**config.mk**
```make
export PLATFORM = sky130hd
export DESIGN_NAME = alu_op_sequencer
export DESIGN_NICKNAME = d
export VERILOG_FILES = /design/src/rtl/alu_op_sequencer.sv
export SDC_FILE = /design/constraint.sdc
export NUM_CORES = 1
export LEC_CHECK = 0
export CAP_MARGIN = 40
export CORE_MARGIN = 2
export CORE_UTILIZATION = 38
export CTS_CLUSTER_DIAMETER = 150
export DETAILED_ROUTE_END_ITERATION = 8
export GPL_TIMING_DRIVEN = 1
export PLACE_DENSITY = 0.79
export SETUP_SLACK_MARGIN = 0.15
export SLEW_MARGIN = 20
export SYNTH_ARGS = -nofsm -noshare
export SYNTH_HDL_FRONTEND = slang
export SYNTH_SLANG_ARGS = --single-unit
export TNS_END_PERCENT = 100
```
**constraint.sdc**
```tcl
create_clock -name clk -period 2.41 [get_ports clk]
set_clock_uncertainty 0.1 [all_clocks]
set_input_delay 0.482 -clock clk [delete_from_list [all_inputs] [get_ports clk]]
set_output_delay 0.482 -clock clk [all_outputs]
set_load 0.005 [all_outputs]
```
**src/rtl/alu_op_sequencer.sv**
```systemverilog
// Registered issue stage in front of the combinational 32-bit ALU, with a result register and
// valid/ready on both sides. Define ALU_SEQ_MUL_EN to run opcode 4 as a 32-step shift-add MUL.
module alu_op_sequencer (
  input  logic        clk,
  input  logic        reset_n,
  input  logic        in_valid,
  output logic        in_ready,
  input  logic [31:0] in_a,
  input  logic [31:0] in_b,
  input  logic [2:0]  in_ctl,
  output logic [31:0] alu_a,
  output logic [31:0] alu_b,
  output logic [2:0]  alu_ctl,
  input  logic [31:0] alu_out,
  input  logic        alu_zero,
  input  logic        alu_overflow,
  input  logic        alu_cout,
  output logic        out_valid,
  input  logic        out_ready,
  output logic [31:0] out_result,
  output logic        out_zero,
  output logic        out_overflow,
  output logic        out_cout,
  output logic        out_err
);

  localparam logic [2:0] CtlAdd = 3'd0;
  localparam logic [2:0] CtlMul = 3'd4;

  typedef enum logic [1:0] {StIdle, StExec, StMul, StHold} state_e;

  state_e      r_state, w_state_next;
  logic [31:0] r_alu_a, r_alu_b;
  logic [2:0]  r_alu_ctl;
  logic        r_out_valid, r_out_zero, r_out_overflow, r_out_cout, r_out_err;
  logic [31:0] r_out_result;
  logic        w_accept, w_go_mul, w_vacant;

  assign in_ready = reset_n & ((r_state == StIdle) | ((r_state == StHold) & out_ready));
  assign w_accept = in_valid & in_ready;

`ifdef ALU_SEQ_MUL_EN
  // The alu_a register doubles as the accumulator P.
  logic [31:0] r_m, r_q;
  logic [4:0]  r_cnt;
  logic [31:0] w_m_next, w_q_next;

  assign w_go_mul = (in_ctl == CtlMul);
  assign w_vacant = 1'b0;
  assign w_m_next = r_m << 1;
  assign w_q_next = r_q >> 1;
`else
  assign w_go_mul = 1'b0;
  assign w_vacant = (r_alu_ctl == CtlMul);
`endif

  always_comb begin
    w_state_next = r_state;
    case (r_state)
      StIdle: begin
        if (w_accept) w_state_next = w_go_mul ? StMul : StExec;
      end
      StExec: w_state_next = StHold;
      StMul: begin
`ifdef ALU_SEQ_MUL_EN
        if (r_cnt == 5'd31) w_state_next = StHold;
`else
        w_state_next = StIdle;
`endif
      end
      StHold: begin
        if (out_ready) begin
          if (w_accept) w_state_next = w_go_mul ? StMul : StExec;
          else          w_state_next = StIdle;
        end
      end
      default: w_state_next = StIdle;
    endcase
  end

  always_ff @(posedge clk) begin
    if (!reset_n) r_state <= StIdle;
    else          r_state <= w_state_next;
  end

  always_ff @(posedge clk) begin
    if (!reset_n) begin
      r_alu_a        <= '0;
      r_alu_b        <= '0;
      r_alu_ctl      <= '0;
      r_out_valid    <= 1'b0;
      r_out_result   <= '0;
      r_out_zero     <= 1'b0;
      r_out_overflow <= 1'b0;
      r_out_cout     <= 1'b0;
      r_out_err      <= 1'b0;
`ifdef ALU_SEQ_MUL_EN
      r_m            <= '0;
      r_q            <= '0;
      r_cnt          <= '0;
`endif
    end else begin
      if (r_state == StHold && out_ready) r_out_valid <= 1'b0;

      if (w_accept) begin
        r_alu_a   <= in_a;
        r_alu_b   <= in_b;
        r_alu_ctl <= in_ctl;
`ifdef ALU_SEQ_MUL_EN
        r_m       <= in_a;
        r_q       <= in_b;
        r_cnt     <= '0;
        if (w_go_mul) begin
          r_alu_a   <= '0;
          r_alu_b   <= in_b[0] ? in_a : '0;
          r_alu_ctl <= CtlAdd;
        end
`endif
      end

      if (r_state == StExec) begin
        r_out_valid <= 1'b1;
        if (w_vacant) begin
          r_out_result   <= '0;
          r_out_zero     <= 1'b0;
          r_out_overflow <= 1'b0;
          r_out_cout     <= 1'b0;
          r_out_err      <= 1'b1;
        end else begin
          r_out_result   <= alu_out;
          r_out_zero     <= alu_zero;
          r_out_overflow <= alu_overflow;
          r_out_cout     <= alu_cout;
          r_out_err      <= 1'b0;
        end
      end

`ifdef ALU_SEQ_MUL_EN
      if (r_state == StMul) begin
        r_alu_a <= alu_out;
        r_alu_b <= w_q_next[0] ? w_m_next : '0;
        r_m     <= w_m_next;
        r_q     <= w_q_next;
        r_cnt   <= r_cnt + 5'd1;
        if (r_cnt == 5'd31) begin
          r_out_valid    <= 1'b1;
          r_out_result   <= alu_out;
          r_out_zero     <= (alu_out == '0);
          r_out_overflow <= 1'b0;
          r_out_cout     <= 1'b0;
          r_out_err      <= 1'b0;
        end
      end
`endif
    end
  end

  assign alu_a        = r_alu_a;
  assign alu_b        = r_alu_b;
  assign alu_ctl      = r_alu_ctl;
  assign out_valid    = r_out_valid;
  assign out_result   = r_out_result;
  assign out_zero     = r_out_zero;
  assign out_overflow = r_out_overflow;
  assign out_cout     = r_out_cout;
  assign out_err      = r_out_err;

endmodule

```
# [After elaboration in Yosys (flattened, before gate mapping)]
# Cells that the tools add are included.
[totals] memories=0 latch_bits=0 ramBits=0 mem_bits_ro=0 regBits=106 wordCells=35 inputBits=106
[classes] magnitude_cmp=0 n_bitwise=4 shift=0 div=0 addsub=0 reduce_logical=4 n_mul=0 eq_ne=6 mux=11
[op_table] cell="$mux 32" count=1
[op_table] cell="$pmux 2 s4" count=1
[op_table] cell="$mux 1" count=7
[op_table] cell="$eq 2x2->1 const B" count=2
[op_table] cell="$mux 2" count=2
[op_table] cell="$ne 2x2->1 const B" count=2
[op_table] cell="$and 1x1->1" count=3
[op_table] cell="$eq 3x3->1 const B" count=1
[op_table] cell="$eq 2x1->1 const B" count=1
[op_table] cell="$logic_not 2->1" count=1
[op_table] cell="$reduce_and 2->1" count=1
[op_table] cell="$reduce_bool 2->1" count=1
[op_table] cell="$logic_and 1x1->1" count=1
[op_table] cell="$or 1x1->1" count=1

# [Longest topological paths before layout]
[logic_depth] depth_word=8 ltp_mapped=5 depth_no_buf=3

# [Least setup slack after synthesis]
# OpenSTA, ideal clock, no wires.
[synth_timing] path_kind="input-to-output" start="in reset_n" end="out in_ready" path_buffers=3 arrival_ps=1254 stages=4 path_slack_ps=574 path_cell_list="buf_2 > buf_2 > clkbuf_1 > and3_1"
[synth_between] elab_chain_len=1
[synth_rtl] element="from (decl)" line_no="5" rtl="input logic reset_n,"
[synth_rtl] element="$and 1x1->1" line_no="39" rtl="assign in_ready = reset_n & ((r_state == StIdle) | ((r_state == StHold) & out_ready));"
[synth_rtl] element="to (decl)" line_no="7" rtl="output logic in_ready,"
# No other way between the ends.

# [Worst setup path in the final report]
[layout_timing] start="in out_ready" end="out in_ready"
[layout_between] elab_chain_len=3
[layout_rtl] element="from (decl)" line_no="19" rtl="input logic out_ready,"
[layout_rtl] element="$and 1x1->1" line_no="39"
[layout_rtl] element="$or 1x1->1" line_no="39"
[layout_rtl] element="$and 1x1->1" line_no="39"
# No other way between the ends.

==> metrics <==
outcome=finished, final reports clean; syn_area_per_cell=roughly 10 µm²; maxcap violations=0; Data arrival, critical path=around 1.6 ns; Worst Tran Pin Value=between 0.5 and 0.6 ns; Std-Cell Rows=36; combinational group share of total power=20.3%; WS Path Type=input pin to primary output; Overflow after GRT=0; post-placement cell count=696; NumNets Final=~700; TritonCTS clock tree=done; origin of the critical flop-to-flop path=r_state[0]; CP Max Fanout=2; final WL=approximately 11,000 µm; RSZ-0062 raised after global routing=false; Synth Instances=374; count of cell types in the netlist=22; largest net degree at the start of global routing=64; vias post-DR=about 3.5k; GR Util All Layers=a little under a fifth; share of cells above drive strength 1=5.35%; crit path launch=out_ready; drt drc=0; vias in the first global route=roughly 3.4k; Worst Path Required=approximately 1.8 ns; clk buf depth=2; Hold Path Class=input pin to register; CTS clock-pin slew for the worst setup and hold paths=roughly 0.10 ns; Cell Pwr Density=approximately 620 nW/µm²; total CTS buffers=9; RD Place Congestion=between 0.7 and 0.8; Leak=about 2.6 nW; Fill cells=slightly above 800; FF/Latch Area=2120 µm²; Worst-Skew Late Latency=between 0.3 and 0.4 ns; starting DRC count in detailed routing=between 100 and 150; Rel. slew slack=61.9%; post-route non-filler standard cell count=roughly 700; die area=10,900 µm²; Crit. End Element=primary output; Max Transition Viols Final=0; area of the multi-input gates=1530 µm²; Fin. Hold Viols=0; Worst Hold Launch=reset_n; post-DR wirelength/cell=14.8 µm; pre-CTS setup slack=between 0.04 and 0.05 ns; cts hold-fix bufs=0; num ports=~210; VDD IR-drop max=0.416 mV; worst hold margin=0.315 ns; Final period util=between 80 and 90%; CTS Root Cell=clkbuf_8; sequential share of power=between 50% and 60%; PnR worst setup slack=roughly 0.25 ns; Worst Setup Start Kind=input pin; Die Y=about 100 µm; post-synthesis cell area=3830 µm²; initial antenna violation count=0; Vias/cell=4.85; H-Tree Depth=3; CTS Sinks=106; Fmax=between 400 and 500 MHz; first-pass GRT wire length=between 15,000 and 20,000 µm; Die X=104 µm; Core ar.=9770 µm²; Power Internal=2.89 mW; post-DP HPWL=a little under 8000 µm; Total Power=3.84 mW; switching power=about 0.95 mW; Synthesis Warnings=0; Clk pwr share=28.7%; Initial Util=about two fifths; Final min period=2.16 ns; n_diodes=0; Post-CTS Setup Repair Bufs=0; Syn Nets=480; Detailed Routing Iterations Pass 1=4; Port Buffers=210; Fin Setup TNS=0 ns; Final setup viols=0; #FFs+latches synth=106; ANT nets after route=0; Area growth, synth to finish=62.3%; switching share of power=between 20% and 30%; sequential share of the synthesized area=55.4%
## cells in the mapped netlist, drive strengths merged
| cell | instances | area share [%] |
|---|---|---|
| nand2 | 118 | 12 |
| dfxtp | 106 | 55 |
| mux2i | 50 | 13 |
| a22o | 35 | 8.0 |
| a2bb2oi | 18 | 4.1 |
| buf | 17 | 3.4 |
| clkbuf | 13 | 1.3 |
| nor2b | 4 | 0.72 |
| a21oi | 2 | 0.26 |
| and3 | 2 | 0.33 |
| a21bo | 1 | 0.26 |
| and3b | 1 | 0.23 |
| inv | 1 | 0.098 |
| nand2b | 1 | 0.16 |
| nand3 | 1 | 0.26 |
| nand4 | 1 | 0.33 |
| nor2 | 1 | 0.098 |
| nor3b | 1 | 0.20 |
| o21ai | 1 | 0.13 |
## stage by stage
stage	instance area [µm²]	util [%]
detailed placement	6020	61.5
global route	6210	63.6
CTS	6210	63.6
global placement	6020	61.5
finish	6210	63.6
floorplan	3830	-
## critical path: stages
cell             delay, ns
clkdlybuf4s50_1       0.44
a21bo_2               0.23
and3_1                0.17
dlygate4sd2_1         0.26
## cell type report
class | instances | share of cell area (%)
flip-flops and latches | 106 | 34.2
clock buffers | 9 | 1.99
multi-input cells | 237 | 24.7
well taps | 133 | 2.68
inverters | 1 | 0.0604
clock inverters | 7 | 1.19
repair buffers | 219 | 35.3
## cells by family (layout without fill, tap and decap cells)
group | after synthesis | count (layout) | share of synthesized area (%)
AO/OA/AOI/OAI | 57 | 57 | 12.8
buffers and inverters | 31 | 236 | 4.81
flip-flops | 106 | 106 | 55.4
multiplexers | 50 | 50 | 13.1
AND/OR/NAND/NOR | 130 | 130 | 13.9
## metal layers
layer	global-route usage (%)	wire length, µm	vias up
met2	31.6	4990	159
met5	0	0	-
met1	23.1	4400	1611
li1	-	-	1667
met4	7.34	229	0
met3	6.08	876	17
## worst paths after layout
path / to / slack, ns / cells past startpoint
worst min register to register: alu_a[19] / 0.35 / 2
worst max register to register: out_result[28] / 0.79 / 4
worst min-delay path: r_state[0] / 0.31 / 3
worst max-delay path: in_ready / 0.25 / 4
## cells in the final DEF (no fill, tap or decap), types with 2 or more instances in the layout
cell type / synthesis / final
buf_4: 1 / 8
nor2b_1: 3 / 2
nor2b_2: 1 / 2
mux2i_1: 50 / 50
a22o_1: 35 / 35
buf_12: 0 / 2
a2bb2oi_1: 18 / 18
dfxtp_1: 106 / 106
and3_1: 2 / 2
nand2_1: 118 / 118
clkinv_2: 0 / 2
inv_6: 0 / 3
clkdlybuf4s50_1: 0 / 208
a21oi_1: 2 / 2
clkbuf_8: 0 / 9
## timing repair
item                                   CTS  global route
endpoints found under the hold margin    0             0
setup endpoints to repair                1             0
gates resized for setup                  1             0
## state kept, by name, indices dropped and copies added, names as in the netlist, 2 cells and up
name	cells
alu_b	32
out_result	32
alu_ctl	3
r_state	2
alu_a	32
## power groups by stage
stage               clock network (mW)  registers [mW]  logic, mW
finish                            1.10            1.96      0.781
global route                      1.21            1.98      0.840
CTS                               1.15            1.96      0.791
detailed placement                   0            2.00      0.788
global placement                     0            1.99      0.772
floorplan                            0            2.01      0.285
Note: power is estimated with default switching activity, not from simulation.
